===== src/rtl/rv32_pkg.sv =====
// Shared RV32I encoding constants: instruction format codes, canonical NOP and base opcodes.
package rv32_pkg;

  localparam logic [2:0] FMT_R = 3'd0;
  localparam logic [2:0] FMT_I = 3'd1;
  localparam logic [2:0] FMT_S = 3'd2;
  localparam logic [2:0] FMT_B = 3'd3;
  localparam logic [2:0] FMT_U = 3'd4;
  localparam logic [2:0] FMT_J = 3'd5;

  localparam logic [31:0] NOP = 32'h0000_0013;

  localparam logic [6:0] OP_LUI    = 7'b0110111;
  localparam logic [6:0] OP_JAL    = 7'b1101111;
  localparam logic [6:0] OP_BRANCH = 7'b1100011;
  localparam logic [6:0] OP_STORE  = 7'b0100011;
  localparam logic [6:0] OP_IMM    = 7'b0010011;
  localparam logic [6:0] OP_REG    = 7'b0110011;

endpackage


===== src/rtl/instruction_pack.sv =====
// Combinational RV32I field packer with immediate range check.
// Out-of-range immediates are still packed from their truncated bits, with err_o raised.
module instruction_pack
  import rv32_pkg::*;
(
  input  logic [2:0]  fmt_i,
  input  logic [6:0]  opcode_i,
  input  logic [2:0]  funct3_i,
  input  logic [6:0]  funct7_i,
  input  logic [4:0]  rd_i,
  input  logic [4:0]  rs1_i,
  input  logic [4:0]  rs2_i,
  input  logic [31:0] imm_i,
  output logic [31:0] instr_o,
  output logic        err_o
);

  logic imm12_ok;
  logic imm13_ok;
  logic imm21_ok;

  // An immediate fits N signed bits when every bit above bit N-1 matches the sign bit.
  assign imm12_ok = (imm_i[31:11] == '0) || (imm_i[31:11] == '1);
  assign imm13_ok = (imm_i[31:12] == '0) || (imm_i[31:12] == '1);
  assign imm21_ok = (imm_i[31:20] == '0) || (imm_i[31:20] == '1);

  always_comb begin
    instr_o = NOP;
    err_o   = 1'b1;
    case (fmt_i)
      FMT_R: begin
        instr_o = {funct7_i, rs2_i, rs1_i, funct3_i, rd_i, opcode_i};
        err_o   = 1'b0;
      end
      FMT_I: begin
        instr_o = {imm_i[11:0], rs1_i, funct3_i, rd_i, opcode_i};
        err_o   = !imm12_ok;
      end
      FMT_S: begin
        instr_o = {imm_i[11:5], rs2_i, rs1_i, funct3_i, imm_i[4:0], opcode_i};
        err_o   = !imm12_ok;
      end
      FMT_B: begin
        instr_o = {imm_i[12], imm_i[10:5], rs2_i, rs1_i, funct3_i,
                   imm_i[4:1], imm_i[11], opcode_i};
        err_o   = imm_i[0] || !imm13_ok;
      end
      FMT_U: begin
        instr_o = {imm_i[31:12], rd_i, opcode_i};
        err_o   = (imm_i[11:0] != 12'h000);
      end
      FMT_J: begin
        instr_o = {imm_i[20], imm_i[10:1], imm_i[11], imm_i[19:12], rd_i, opcode_i};
        err_o   = imm_i[0] || !imm21_ok;
      end
      default: begin
        instr_o = NOP;
        err_o   = 1'b1;
      end
    endcase
  end

endmodule


===== src/rtl/instruction_encoder.sv =====
// Streams packed RV32I words with byte addresses through a 2-entry output buffer.
// in_ready depends only on buffer occupancy, clear and reset, never on out_ready.
module instruction_encoder
  import rv32_pkg::*;
#(
  parameter int          BITWIDTH  = 32,
  parameter int          ADDR_W    = 16,
  parameter int unsigned BASE_ADDR = 0
) (
  input  logic                clk,
  input  logic                rst_n,
  input  logic                clear,
  input  logic                in_valid,
  output logic                in_ready,
  input  logic [2:0]          fmt,
  input  logic [6:0]          opcode,
  input  logic [2:0]          funct3,
  input  logic [6:0]          funct7,
  input  logic [4:0]          rd,
  input  logic [4:0]          rs1,
  input  logic [4:0]          rs2,
  input  logic [31:0]         imm,
  output logic                out_valid,
  input  logic                out_ready,
  output logic [BITWIDTH-1:0] out_instr,
  output logic [ADDR_W-1:0]   out_addr,
  output logic                out_err,
  output logic [15:0]         word_count
);

  localparam logic [ADDR_W-1:0] BASE = ADDR_W'(BASE_ADDR);

  logic [31:0] enc_instr;
  logic        enc_err;

  logic [1:0]          occ_q, occ_d;
  logic [ADDR_W-1:0]   next_addr_q, next_addr_d;
  logic [15:0]         count_q, count_d;
  logic [BITWIDTH-1:0] instr0_q, instr0_d, instr1_q, instr1_d;
  logic [ADDR_W-1:0]   addr0_q, addr0_d, addr1_q, addr1_d;
  logic                err0_q, err0_d, err1_q, err1_d;
  logic                push, pop;

  instruction_pack u_pack (
    .fmt_i    (fmt),
    .opcode_i (opcode),
    .funct3_i (funct3),
    .funct7_i (funct7),
    .rd_i     (rd),
    .rs1_i    (rs1),
    .rs2_i    (rs2),
    .imm_i    (imm),
    .instr_o  (enc_instr),
    .err_o    (enc_err)
  );

  assign in_ready   = rst_n && (occ_q != 2'd2) && !clear;
  assign out_valid  = (occ_q != 2'd0);
  assign push       = in_valid && in_ready;
  assign pop        = out_valid && out_ready && !clear;
  assign out_instr  = instr0_q;
  assign out_addr   = addr0_q;
  assign out_err    = err0_q;
  assign word_count = count_q;

  always_comb begin
    occ_d       = occ_q;
    next_addr_d = next_addr_q;
    count_d     = count_q;
    instr0_d    = instr0_q;
    addr0_d     = addr0_q;
    err0_d      = err0_q;
    instr1_d    = instr1_q;
    addr1_d     = addr1_q;
    err1_d      = err1_q;
    if (clear) begin
      occ_d       = 2'd0;
      next_addr_d = BASE;
      count_d     = 16'd0;
    end else begin
      if (pop) begin
        count_d  = count_q + 16'd1;
        instr0_d = instr1_q;
        addr0_d  = addr1_q;
        err0_d   = err1_q;
      end
      if (push) begin
        next_addr_d = next_addr_q + ADDR_W'(4);
        // New word lands at the head when the buffer is (or is becoming) empty.
        if (occ_q == 2'd0 || pop) begin
          instr0_d = BITWIDTH'(enc_instr);
          addr0_d  = next_addr_q;
          err0_d   = enc_err;
        end else begin
          instr1_d = BITWIDTH'(enc_instr);
          addr1_d  = next_addr_q;
          err1_d   = enc_err;
        end
      end
      occ_d = occ_q + {1'b0, push} - {1'b0, pop};
    end
  end

  always_ff @(posedge clk or negedge rst_n) begin
    if (!rst_n) begin
      occ_q       <= 2'd0;
      next_addr_q <= BASE;
      count_q     <= 16'd0;
      instr0_q    <= '0;
      addr0_q     <= '0;
      err0_q      <= 1'b0;
      instr1_q    <= '0;
      addr1_q     <= '0;
      err1_q      <= 1'b0;
    end else begin
      occ_q       <= occ_d;
      next_addr_q <= next_addr_d;
      count_q     <= count_d;
      instr0_q    <= instr0_d;
      addr0_q     <= addr0_d;
      err0_q      <= err0_d;
      instr1_q    <= instr1_d;
      addr1_q     <= addr1_d;
      err1_q      <= err1_d;
    end
  end

endmodule


===== config.mk =====
export PLATFORM = sky130hd
export DESIGN_NAME = instruction_encoder
export DESIGN_NICKNAME = d
export VERILOG_FILES = /design/src/rtl/rv32_pkg.sv /design/src/rtl/instruction_pack.sv /design/src/rtl/instruction_encoder.sv
export SDC_FILE = /design/constraint.sdc
export NUM_CORES = 1
export LEC_CHECK = 0
export CAP_MARGIN = 20
export CORE_ASPECT_RATIO = 1.5
export CORE_MARGIN = 5
export CORE_UTILIZATION = 40
export DETAILED_ROUTE_END_ITERATION = 16
export PLACE_DENSITY = 0.66
export SKIP_LAST_GASP = 1
export SLEW_MARGIN = 20
export SYNTH_ARGS = -nofsm -noshare
export SYNTH_HDL_FRONTEND = slang
export SYNTH_SLANG_ARGS = --single-unit

===== constraint.sdc =====
create_clock -name clk -period 2.1 [get_ports clk]
set_input_delay 0.525 -clock clk [delete_from_list [all_inputs] [get_ports clk]]
set_output_delay 0.525 -clock clk [all_outputs]
set_load 0.005 [all_outputs]

==> impl_results.rst <==
.. list-table::
   :header-rows: 1

   * - Metric
     - Value
   * - Final instance count without filler cells
     - 1007
   * - Number of global-route vias before repair
     - 5648
   * - Top cells by area, synth
     - dfrtp_1 54%, a21oi_1 4.9%, o22ai_1 4.7%
   * - Top fanout value on the critical path
     - 5
   * - Worst setup margin
     - 0.100 ns
   * - Net count, final
     - 874
   * - Total GRT Usage
     - 20.3%
   * - Count of endpoints failing setup in the final report
     - 0
   * - Worst hold-check path type
     - primary input to async pin
   * - Cell area after technology mapping
     - 5980 um2
   * - TritonCTS clock tree
     - yes
   * - Clk_lat worst skew
     - 0.42 ns
   * - DRT iter0 DRCs
     - 241
   * - Minimum hold slack
     - 0.297 ns
   * - Initial antenna violation count
     - 0
   * - Post-synthesis cell type count
     - 51
   * - Number of buffers between clock root and the deepest sink
     - 2
   * - Number of nets in the synthesized netlist
     - 684
   * - Cell depth of the worst flop-to-flop path
     - 8
   * - Post-CTS Hold Fix Bufs
     - 0
   * - Share of flip-flops with an asynchronous set or reset
     - 100%
   * - Clock transition at the register clock pins on the worst setup and hold paths after CTS
     - 0.06 ns
   * - Share of post-route cells with drive strength above 1
     - 14.3%
   * - Most frequently used flop master after synthesis
     - dfrtp_1
   * - Slowest cell delay on critical path
     - 0.48 ns
   * - Maximum number of pins on one net before global-route repair
     - 69
   * - Unrepaired setup endpoints after global routing
     - no
   * - Cell accounting for the most synthesized area
     - dfrtp_1
   * - Launch point of the critical path
     - clear
   * - DIE WIDTH
     - 110 um
   * - Average size of a mapped cell
     - 9.83 um2
   * - Overflow after GRT
     - 0
   * - Starting utilization of the core area
     - 40.9%
   * - Largest family of logic cells by synthesized area
     - compound AO/OA/AOI/OAI gates
   * - CTS H-tree depth
     - 4
   * - Buffer type at the clock tree root
     - clkbuf_16
   * - Final sum of negative setup slack
     - 0 ns
   * - Sort of element at the end of the critical path
     - primary output
   * - Synthesized instance count
     - 608
   * - Number of synthesized register bits
     - 128
   * - Category of cells accounting for the largest share of critical-path delay
     - buffers and inverters
   * - First-pass iteration count of the detailed router
     - 7
   * - Category of the worst setup path launch point
     - primary input
   * - Detailed-route via count
     - 5384
   * - Final critical path time including I/O delays and setup
     - 2.00 ns
   * - Antenna viol nets, final
     - 0
   * - Reg-to-reg setup timing slack
     - 0.43 ns
   * - Worst Setup Slack post-DPL
     - -0.250 ns
   * - Syn-to-layout area delta
     - 43.7%
   * - Routability congestion estimate from global placement
     - 0.891
   * - Fillers
     - 1286
   * - Cell area power density
     - 996 nW/um2
   * - Share of cell area taken by muxes after synthesis
     - 4.67%
   * - Avg WL per Cell
     - 17.2 um
   * - Outcome
     - finished clean
   * - Chip height
     - 160 um
   * - Sequential element share of the synthesized area
     - 53.6%
   * - Reg2reg start
     - occ_q[1]
   * - Floorplan die area
     - 17500 um2
   * - Num Clock Sinks
     - 128
   * - Adder-cell share of the synthesized area
     - 0.838%
   * - Number of buffers and inverters on the critical path
     - 2
   * - Fraction of the cycle the final worst path needs
     - 95.2%
   * - Basic-gate share of the synthesized area counting and, or, nand and nor cells
     - 15.4%
   * - Hold Vio Cnt, Final
     - 0
   * - Antenna diodes
     - 0
   * - Global-route wire length before repair
     - 28.2 mm
   * - Number of maximum-capacitance constraint violations
     - 0
   * - Crit Reg-Reg Endpoint
     - out_instr[2]
   * - Count of flip-flops with a built-in enable after synthesis
     - 0
   * - Static leakage power
     - 0.00377 uW
   * - Vias per inst
     - 5.35
   * - Synthesized-area fraction occupied by xor and xnor cells
     - 3.22%
   * - Cell with the biggest individual delay on the critical path
     - clkdlybuf4s50_1
   * - Compound-cell area share of the yosys netlist
     - 18.4%
   * - Headroom to the max-slew limit
     - 40.8%
   * - Final routed wirelength across all metal layers
     - 17.3 mm
   * - Number of core rows
     - 54
   * - Cell-by-cell trace of the critical path
     - clkdlybuf4s50_1 -> nor3b_1 -> dlygate4sd2_1
   * - Count of boundary I/O pins
     - 139
   * - Number of port buffers
     - 138
   * - Placeable core area
     - 14600 um2
   * - Pins over their slew limit
     - 0
   * - Layout Skew
     - 0.0112 ns
   * - Worst vdd ir
     - 0.655 mV
   * - Slew of the pin with the lowest slew margin
     - 0.888 ns
   * - Arrival time reported for the critical path endpoint
     - 1.47 ns
   * - Area share of the largest cell type after synthesis
     - 53.6%
   * - Residual DRC
     - 0
   * - Highest Clock Rate
     - 500 MHz
   * - Data required time of the worst path
     - 1.57 ns
   * - Kind of critical path
     - primary input to primary output
   * - Dpl hpwl
     - 12.9 mm
   * - Inst Count DP
     - 974
   * - Total clock buffers created by CTS
     - 17
   * - Synth warn
     - 0
## metrics by stage
stage                     total power [uW]  util [%]  instance area, um2
after detailed placement              5680      54.7                7980
after CTS                             8660      58.8                8580
final                                 8560      58.9                8590
after global routing                  9040      58.9                8590
after floorplan                       4280         -                5980
after global placement                5600      54.7                7980
## cell families after synthesis
family                     after synthesis
buffers and inverters                   48
adders and majority gates                4
muxes                                   26
and+or+nand+nor                        193
xor gates and xnor gates                22
DFF                                    128
AOI/OAI and AO/OA                      187
## layout make-up
class                      count  area, um2  share of cell area [%]
sequential                   128       3200                    37.3
clock buffer                  19        443                    5.16
clock inverter                13        154                    1.79
timing repair buffer         209       1940                    22.6
tap                          196        245                    2.86
multi-input combinational    432       2570                    29.9
inverter                      10       37.5                   0.437
## where the power goes
part	switching (uW)	internal [uW]
logic	882	1270
registers	370	3090
clock network	1140	1800
total	2390	6170
## how the worst max path moves through the flow
| stage | to | slack (ns) | cells past startpoint |
|---|---|---|---|
| floorplan | err1_q | 0.31 | 5 |
| global placement | occ_q[1] | -0.20 | 8 |
| detailed placement | err1_q | -0.25 | 6 |
| CTS | in_ready | 0.004 | 3 |
| global route | in_ready | 0.01 | 3 |
| finish | in_ready | 0.10 | 3 |
## per-layer routing
metal	routed length, um	GRT usage, %
met5	0	0
met4	442	6.98
met3	1270	6.42
met2	8650	34.5
met1	6920	23.8
## worst reg2reg max path: cells and delay by family, from the launching register on
family / cells / cell delay, ns
AND/OR/NAND/NOR: 1 / 0.13
AO/OA/AOI/OAI: 4 / 0.56
flip-flops: 1 / 0.40
buffers and inverters: 3 / 0.50
## Yosys cell counts, types with 2 or more instances
cell type	instances
clkbuf_1	17
a32oi_1	2
nor4_1	5
nor3_1	5
nor2_1	74
xnor2_1	7
a2bb2oi_1	7
nor2b_1	12
a221oi_1	4
or4_1	2
nand3_1	10
buf_2	11
dfrtp_1	128
a21oi_1	59
buf_6	2
o21ai_0	44
and3_1	6
o32ai_1	2
inv_1	8
buf_4	5
mux2i_1	11
o22ai_1	45
mux2_1	14
xor2_1	15
nand2_1	56
a22oi_1	9
nand4_1	13
a31oi_1	4
ha_1	4
o21ai_1	3
buf_1	3
inv_2	2
## timing repair
action                                  in CTS  in global routing
endpoints found under the setup margin       2                  1
resized for setup                            4                  0
buffers inserted                             0                  1
pin swaps                                    0                  0
gates cloned                                 0                  0
## sequential cells by signal, summed over array words and instances, names as in the netlist
signal       count
addr1_q         14
err1_q           1
instr1_q        32
next_addr_q     14
occ_q            2
out_addr        16
out_err          1
out_instr       32
word_count      16
## cells in the final DEF (no fill, tap or decap), types with 2 or more instances in the layout
| master | count |
|---|---|
| clkdlybuf4s50_1 | 135 |
| dfrtp_1 | 127 |
| nor2_1 | 74 |
| buf_4 | 69 |
| a21oi_1 | 58 |
| nand2_1 | 55 |
| o22ai_1 | 45 |
| o21ai_0 | 44 |
| clkbuf_16 | 17 |
| xor2_1 | 15 |
| mux2_1 | 14 |
| nand4_1 | 13 |
| nor2b_1 | 12 |
| mux2i_1 | 11 |
| nand3_1 | 10 |
| a22oi_1 | 9 |
| inv_1 | 8 |
| xnor2_1 | 7 |
| a2bb2oi_1 | 7 |
| and3_1 | 6 |
| nor3_1 | 5 |
| nor4_1 | 5 |
| clkinv_4 | 5 |
| a31oi_1 | 4 |
| a221oi_1 | 4 |
| ha_1 | 4 |
| inv_6 | 3 |
| o21ai_1 | 2 |
| inv_2 | 2 |
| o32ai_1 | 2 |
| or4_1 | 2 |
| a32oi_1 | 2 |
| bufinv_16 | 2 |
| dlygate4sd2_1 | 2 |
| buf_12 | 2 |
(Power assumes the default switching activity.)
